$ cat src/rtl/multicycle_controller_if.sv
// Control bus between the multicycle controller and its datapath.
// The master side is the controller, and the slave side is the datapath.
interface multicycle_controller_if;
  localparam int unsigned OP_W  = 6;
  localparam int unsigned ALU_W = 3;

  logic [OP_W-1:0]  op;
  logic [OP_W-1:0]  funct;
  logic             zero;
  logic             mem_ready;
  logic             pcen;
  logic             irwrite;
  logic             regwrite;
  logic             memwrite;
  logic             iord;
  logic             memtoreg;
  logic             regdst;
  logic             alusrca;
  logic [1:0]       alusrcb;
  logic [1:0]       pcsrc;
  logic [ALU_W-1:0] alucontrol;
  logic             illegal;

  modport master (
    input  op, funct, zero, mem_ready,
    output pcen, irwrite, regwrite, memwrite, iord, memtoreg, regdst,
           alusrca, alusrcb, pcsrc, alucontrol, illegal
  );

  modport slave (
    output op, funct, zero, mem_ready,
    input  pcen, irwrite, regwrite, memwrite, iord, memtoreg, regdst,
           alusrca, alusrcb, pcsrc, alucontrol, illegal
  );
endinterface

$ cat src/rtl/multicycle_controller.sv
// Multicycle MIPS-subset controller. It decodes outputs from the FSM state, and it
// sets a sticky illegal-instruction flag that holds until reset.
module multicycle_controller (
  input  logic                   clk,
  input  logic                   reset,
  multicycle_controller_if.master dp_io
);
  localparam int unsigned OP_W  = 6;
  localparam int unsigned ALU_W = 3;

  localparam logic [OP_W-1:0] OP_LW   = 6'b100011;
  localparam logic [OP_W-1:0] OP_SW   = 6'b101011;
  localparam logic [OP_W-1:0] OP_RTYP = 6'b000000;
  localparam logic [OP_W-1:0] OP_BEQ  = 6'b000100;
  localparam logic [OP_W-1:0] OP_ADDI = 6'b001000;
  localparam logic [OP_W-1:0] OP_J    = 6'b000010;

  localparam logic [ALU_W-1:0] ALU_ADD = 3'b010;
  localparam logic [ALU_W-1:0] ALU_SUB = 3'b110;
  localparam logic [ALU_W-1:0] ALU_AND = 3'b000;
  localparam logic [ALU_W-1:0] ALU_OR  = 3'b001;
  localparam logic [ALU_W-1:0] ALU_SLT = 3'b111;

  typedef enum logic [3:0] {
    S_FETCH, S_DECODE, S_MEMADR, S_MEMRD, S_MEMWB, S_MEMWR, S_EXECUTE,
    S_ALUWB, S_BRANCH, S_ADDIEX, S_ADDIWB, S_JUMP, S_HALT
  } state_e;

  state_e state_q, state_d, dec_state;
  logic   illegal_q, illegal_d;

  logic             funct_ok;
  logic [ALU_W-1:0] funct_alu;

  logic             pcen_c, irwrite_c, regwrite_c, memwrite_c;
  logic             iord_c, memtoreg_c, regdst_c, alusrca_c;
  logic [1:0]       alusrcb_c, pcsrc_c;
  logic [ALU_W-1:0] alucontrol_c;

  // While reset is held, the outputs show FETCH so that no interrupted access leaks out.
  assign dec_state = reset ? S_FETCH : state_q;

  // R-type funct field to ALU operation.
  always_comb begin
    funct_ok  = 1'b1;
    funct_alu = ALU_ADD;
    case (dp_io.funct)
      6'b100000: funct_alu = ALU_ADD;
      6'b100010: funct_alu = ALU_SUB;
      6'b100100: funct_alu = ALU_AND;
      6'b100101: funct_alu = ALU_OR;
      6'b101010: funct_alu = ALU_SLT;
      default:   funct_ok  = 1'b0;
    endcase
  end

  always_ff @(posedge clk) begin
    if (reset) begin
      state_q   <= S_FETCH;
      illegal_q <= 1'b0;
    end else begin
      state_q   <= state_d;
      illegal_q <= illegal_d;
    end
  end

  always_comb begin
    state_d      = dec_state;
    illegal_d    = illegal_q;
    pcen_c       = 1'b0;
    irwrite_c    = 1'b0;
    regwrite_c   = 1'b0;
    memwrite_c   = 1'b0;
    iord_c       = 1'b0;
    memtoreg_c   = 1'b0;
    regdst_c     = 1'b0;
    alusrca_c    = 1'b0;
    alusrcb_c    = 2'b00;
    pcsrc_c      = 2'b00;
    alucontrol_c = ALU_ADD;

    case (dec_state)
      S_FETCH: begin
        alusrcb_c = 2'b01;
        irwrite_c = dp_io.mem_ready;
        pcen_c    = dp_io.mem_ready;
        if (dp_io.mem_ready) state_d = S_DECODE;
      end
      S_DECODE: begin
        alusrcb_c = 2'b11;
        case (dp_io.op)
          OP_LW, OP_SW: state_d = S_MEMADR;
          OP_RTYP:      state_d = S_EXECUTE;
          OP_BEQ:       state_d = S_BRANCH;
          OP_ADDI:      state_d = S_ADDIEX;
          OP_J:         state_d = S_JUMP;
          default:      state_d = S_HALT;
        endcase
      end
      S_MEMADR: begin
        alusrca_c = 1'b1;
        alusrcb_c = 2'b10;
        state_d   = (dp_io.op == OP_SW) ? S_MEMWR : S_MEMRD;
      end
      S_MEMRD: begin
        iord_c = 1'b1;
        if (dp_io.mem_ready) state_d = S_MEMWB;
      end
      S_MEMWB: begin
        memtoreg_c = 1'b1;
        regwrite_c = 1'b1;
        state_d    = S_FETCH;
      end
      S_MEMWR: begin
        iord_c     = 1'b1;
        memwrite_c = 1'b1;
        if (dp_io.mem_ready) state_d = S_FETCH;
      end
      S_EXECUTE: begin
        alusrca_c = 1'b1;
        if (funct_ok) alucontrol_c = funct_alu;
        state_d = funct_ok ? S_ALUWB : S_HALT;
      end
      S_ALUWB: begin
        regdst_c   = 1'b1;
        regwrite_c = 1'b1;
        state_d    = S_FETCH;
      end
      S_BRANCH: begin
        alusrca_c    = 1'b1;
        alucontrol_c = ALU_SUB;
        pcsrc_c      = 2'b01;
        pcen_c       = dp_io.zero;
        state_d      = S_FETCH;
      end
      S_ADDIEX: begin
        alusrca_c = 1'b1;
        alusrcb_c = 2'b10;
        state_d   = S_ADDIWB;
      end
      S_ADDIWB: begin
        regwrite_c = 1'b1;
        state_d    = S_FETCH;
      end
      S_JUMP: begin
        pcsrc_c = 2'b10;
        pcen_c  = 1'b1;
        state_d = S_FETCH;
      end
      S_HALT:  state_d = S_HALT;
      default: state_d = S_FETCH;
    endcase

    if (state_d == S_HALT) illegal_d = 1'b1;

    if (reset) begin
      pcen_c     = 1'b0;
      irwrite_c  = 1'b0;
      regwrite_c = 1'b0;
      memwrite_c = 1'b0;
    end
  end

  assign dp_io.pcen       = pcen_c;
  assign dp_io.irwrite    = irwrite_c;
  assign dp_io.regwrite   = regwrite_c;
  assign dp_io.memwrite   = memwrite_c;
  assign dp_io.iord       = iord_c;
  assign dp_io.memtoreg   = memtoreg_c;
  assign dp_io.regdst     = regdst_c;
  assign dp_io.alusrca    = alusrca_c;
  assign dp_io.alusrcb    = alusrcb_c;
  assign dp_io.pcsrc      = pcsrc_c;
  assign dp_io.alucontrol = alucontrol_c;
  assign dp_io.illegal    = illegal_q;
endmodule

$ cat src/flat_wrapper.sv
// flat-port wrapper written by rule: the top's interface ports become plain ports
module multicycle_controller_flat 
  (clk, reset, dp_io_op, dp_io_funct, dp_io_zero, dp_io_mem_ready, dp_io_pcen, dp_io_irwrite, dp_io_regwrite, dp_io_memwrite, dp_io_iord, dp_io_memtoreg, dp_io_regdst, dp_io_alusrca, dp_io_alusrcb, dp_io_pcsrc, dp_io_alucontrol, dp_io_illegal);
  multicycle_controller_if dp_io_i ();
  input  logic clk;
  input  logic reset;
  input wire logic [$bits(dp_io_i.op)-1:0] dp_io_op;
  input wire logic [$bits(dp_io_i.funct)-1:0] dp_io_funct;
  input wire logic [$bits(dp_io_i.zero)-1:0] dp_io_zero;
  input wire logic [$bits(dp_io_i.mem_ready)-1:0] dp_io_mem_ready;
  output wire logic [$bits(dp_io_i.pcen)-1:0] dp_io_pcen;
  output wire logic [$bits(dp_io_i.irwrite)-1:0] dp_io_irwrite;
  output wire logic [$bits(dp_io_i.regwrite)-1:0] dp_io_regwrite;
  output wire logic [$bits(dp_io_i.memwrite)-1:0] dp_io_memwrite;
  output wire logic [$bits(dp_io_i.iord)-1:0] dp_io_iord;
  output wire logic [$bits(dp_io_i.memtoreg)-1:0] dp_io_memtoreg;
  output wire logic [$bits(dp_io_i.regdst)-1:0] dp_io_regdst;
  output wire logic [$bits(dp_io_i.alusrca)-1:0] dp_io_alusrca;
  output wire logic [$bits(dp_io_i.alusrcb)-1:0] dp_io_alusrcb;
  output wire logic [$bits(dp_io_i.pcsrc)-1:0] dp_io_pcsrc;
  output wire logic [$bits(dp_io_i.alucontrol)-1:0] dp_io_alucontrol;
  output wire logic [$bits(dp_io_i.illegal)-1:0] dp_io_illegal;
  assign dp_io_i.op = dp_io_op;
  assign dp_io_i.funct = dp_io_funct;
  assign dp_io_i.zero = dp_io_zero;
  assign dp_io_i.mem_ready = dp_io_mem_ready;
  assign dp_io_pcen = dp_io_i.pcen;
  assign dp_io_irwrite = dp_io_i.irwrite;
  assign dp_io_regwrite = dp_io_i.regwrite;
  assign dp_io_memwrite = dp_io_i.memwrite;
  assign dp_io_iord = dp_io_i.iord;
  assign dp_io_memtoreg = dp_io_i.memtoreg;
  assign dp_io_regdst = dp_io_i.regdst;
  assign dp_io_alusrca = dp_io_i.alusrca;
  assign dp_io_alusrcb = dp_io_i.alusrcb;
  assign dp_io_pcsrc = dp_io_i.pcsrc;
  assign dp_io_alucontrol = dp_io_i.alucontrol;
  assign dp_io_illegal = dp_io_i.illegal;
  multicycle_controller u_core (.clk(clk), .reset(reset), .dp_io(dp_io_i));
endmodule
$ cat config.mk
export PLATFORM = sky130hd
export DESIGN_NAME = multicycle_controller_flat
export DESIGN_NICKNAME = d
export VERILOG_FILES = /design/src/rtl/multicycle_controller_if.sv /design/src/rtl/multicycle_controller.sv /design/src/flat_wrapper.sv
export SDC_FILE = /design/constraint.sdc
export NUM_CORES = 1
export LEC_CHECK = 0
export CAP_MARGIN = 0
export CORE_MARGIN = 2
export CORE_UTILIZATION = 25
export DETAILED_ROUTE_END_ITERATION = 8
export MAX_ROUTING_LAYER = met4
export PLACE_DENSITY = 0.56
export SYNTH_ARGS = -nofsm -noshare
export SYNTH_HDL_FRONTEND = slang
export SYNTH_SLANG_ARGS = --single-unit
$ cat constraint.sdc
create_clock -name clk -period 2.05 [get_ports clk]
set_input_delay 0.3075 -clock clk [delete_from_list [all_inputs] [get_ports clk]]
set_output_delay 0.3075 -clock clk [all_outputs]
set_load 0.01 [all_outputs]
==> impl_metrics.yaml <==
status:
  outcome: "completed"
sta:
  fmax_mhz: 506.8
  drv_slew: 0
  max_slew_margin_pct: 77.07
  rsz0062_at_grt: "no"
  worst_pin_slew_ns: 0.3425
  period_share_pct: 96.26
  worst_slack_ns: 0.07666
  setup_viol: 0
  finClkSkew_ns: 0.003913
  min_period_ns: 1.973
  fin_setup_tns_ns: 0
  hold_viol: 0
power_and_ir_drop:
  power.density_nw_per_um2: 365.9
  p_sw_w: 0.0001691
  swShare_pct: 34.58
  clkPwrFrac_pct: 23.0
  internal_power_w: 0.0003198
  ir_drop_mv: 0.3671
  pwr-share-seq_pct: 23.1
  comb_power_share_pct: 53.8
  p_leak_nw: 0.6509
worst_setup_path:
  cpLargestDelayFamily: "buffers and inverters"
  critPathSlowestCell: "clkdlybuf4s50_1"
  end_kind: "output pin"
  rr_endpoint: "u_core.dp_io.illegal"
  worst_ep_arrival_time_ns: 1.67
  path_cells: "dlygate4sd2_1 -> buf_4 -> buf_4 -> or2_2 -> clkdlybuf4s50_1"
  crit_required_ns: 1.74
  worst-path-buf-inv: 4
  r2r-start: "u_core.state_q[2]"
  cpMostUsedCell: "buf_4"
  crit_path_max_incr_delay_ns: 0.48
  critPathKind: "in -> out"
  reg2reg_slack_ns: 0.18
  worst-r2r-cell-count: 7
  cp_max_fo: 6
  cp-start-kind: "input pin"
clock_network:
  cts_hold_buf: 0
  cts_tree: "done"
  clkSinkCount: 5
  root_buffer: "clkbuf_4"
  cts_buffer_depth: 2
  ctsHtreeMaxLevel: 1
  cts_inserted_buffers: 3
  clk_latency_ns: 0.24
  path_clk_slew_ns: 0.04
placed_design:
  hpwl_um: 1994
  dp_slack_ns: -0.3248
  gp_congestion: 0.8937
  port_buffers: 31
finish:
  n_fill_cell: 278
  drive_gt1_share_pct: 32.74
  seqCellArea_um2: 103.9
  multi_input_area_um2: 603.1
  area.growth.synth_to_final_pct: 85.42
  fin_nets: 185
  diodes: 0
drt:
  dr.pass1.iters: 4
  wl_met3_um: 128
  wl_per_cell_um: 12.81
  vias: 1007
  highest_layer: "met4"
  antenna_left: 0
  drc: 0
  drt_wl_total_um: 2549
  viasPerCell: 5.060
  drtIter0Drc: 27
  wl_met2_um: 1218
  wl_met1_um: 1183
floorplan:
  die_area_um2: 3328
  start_util_pct: 26.13
  die_height_um: 57.69
  fp.coreArea_um2: 2758
  die_w_um: 57.69
  pin_count: 32
  num_rows: 19
hold_path:
  hp-start: "u_core.dp_io.illegal"
  min_path_type: "reg -> reg"
  holdPathEnd: "u_core.dp_io.illegal"
  holdPathStages: 2
global_routing:
  first_global_vias: 1022
  gr-total-overflow: 0
  antenna_found_initial: 0
  grt_pass1_wl_um: 4567
  grt_usage_pct: 17.27
  grt_max_degree: 17
flow_run:
  maxCapViolCount: 0
logic_synthesis:
  synth_area_um2: 720.7
  synth_warnings: 0
  synth_top_flop_cell: "dfxtp_1"
  synth_enable_flop_cells: 0
  async_flop_share_pct: 0
  ys_seq_area_share_pct: 13.89
  avgSynthCellArea_um2: 6.612
  synthCells: 109
  yosysUniqueCellTypes: 40
  synth_seq_cells: 5
  synth_nets: 125
## Yosys cell counts (3+ instances only)
cell type	count	area share [%]
dfxtp_1	5	14
nor2_1	11	5.7
buf_2	4	2.8
clkbuf_1	3	1.6
inv_1	4	2.1
xnor2_1	3	3.6
nand2_1	8	4.2
nor3b_1	3	3.1
nand3_1	3	2.1
nor2b_1	5	4.3
nand2b_1	3	2.6
and3_1	4	3.5
a21oi_1	6	4.2
nor3_1	12	8.3
o21ai_0	3	2.1
## flip-flops by register name, indices dropped and copies added, names as in the netlist
| signal | count |
|---|---|
| u_core.state_q | 4 |
| u_core.dp_io.illegal | 1 |
## per-stage QoR
stage	std cells	total power, W	utilization [%]	cell area, µm²	hold slack, ns
final	199	0.0004889	48.46	1336	0.4748
after floorplan	109	0.0002382	-	720.7	0.5038
after detailed placement	193	0.0003735	45.69	1260	0.4505
after CTS	198	0.0004900	47.55	1311	0.4735
after global routing	199	0.0005327	48.46	1336	0.5129
after global placement	193	0.0003717	45.69	1260	0.4529
## power by group through the flow
stage	combinational, W	clock (W)	sequential, W
floorplan	0.000127	0	0.000112
global placement	0.000260	0	0.000112
detailed placement	0.000261	0	0.000112
CTS	0.000259	0.000119	0.000112
global route	0.000291	0.000127	0.000115
finish	0.000263	0.000113	0.000113
## worst max-delay path by stage
| stage | start | to | slack [ns] | cells past startpoint |
|---|---|---|---|---|
| after floorplan | u_core.state_q[1] | dp_io_pcen | 0.31 | 6 |
| after global placement | reset | dp_io_alucontrol[1] | -0.32 | 5 |
| after detailed placement | reset | dp_io_alucontrol[1] | -0.32 | 5 |
| after CTS | u_core.state_q[1] | dp_io_pcsrc[0] | 0.01 | 6 |
| after global routing | u_core.state_q[3] | dp_io_alucontrol[1] | 0.003 | 5 |
| final | reset | dp_io_alusrcb[0] | 0.08 | 5 |
## routing by layer
layer  GRT usage, %  vias up
li1               -      518
met1          22.98      454
met2          28.41       33
met3          2.232        2
met4          2.990        0
met5              -        -
## cells by family after synthesis
kind of cell           synth area share, %
AO/OA/AOI/OAI                        26.91
XOR/XNOR                             3.646
buffers and inverters                6.943
flip-flops                           13.89
multiplexers                         2.778
AND/OR/NAND/NOR                      45.83
## cell type report
cell class	instances	share of cell area, %
Multi-Input combinational cell	92	45.13
Timing Repair Buffer	63	41.10
Sequential cell	5	7.772
Tap cell	31	2.903
Clock buffer	4	1.966
Inverter	4	1.124
## layout by cell type, fill, tap and decap left out, types with 2 or more instances in the layout
cell type        Yosys  routed
nand2_1              8       8
nand3_1              3       3
nand4_1              2       2
o21ai_0              3       3
a211oi_1             2       2
dfxtp_2              0       3
xnor2_1              3       3
a32oi_1              2       2
nor3_2               0       2
nor3b_1              3       2
nor3_1              12      10
clkbuf_4             0       3
mux2i_1              2       2
a31oi_1              2       2
and3_1               4       4
or3_1                2       2
or2_2                2       2
buf_4                0      30
clkdlybuf4s50_1      0      15
dfxtp_1              5       2
nand2b_1             3       3
nor2_2               0       2
a21oi_1              6       6
dlygate4sd2_1        0      10
nor2b_2              0       2
clkbuf_2             0       2
nor2_1              11       9
nor2b_1              5       2
dlymetal6s2s_1       0       4
inv_1                4       4
## repair_timing
| item | 4_1_cts | 5_1_grt |
|---|---|---|
| pin swaps | 2 | 2 |
| gates resized for setup | 22 | 13 |
| setup buffers | 1 | 1 |
| endpoints found under the setup margin | 15 | 9 |
## worst register-to-register path: stages (launching register included)
cell and delay [ns]:
dfxtp_2 0.32, buf_4 0.18, and2b_2 0.28, a21oi_1 0.09
a2111oi_2 0.35, nor3_1 0.11, buf_4 0.15, o41ai_2 0.31
(Power assumes the default switching activity.)
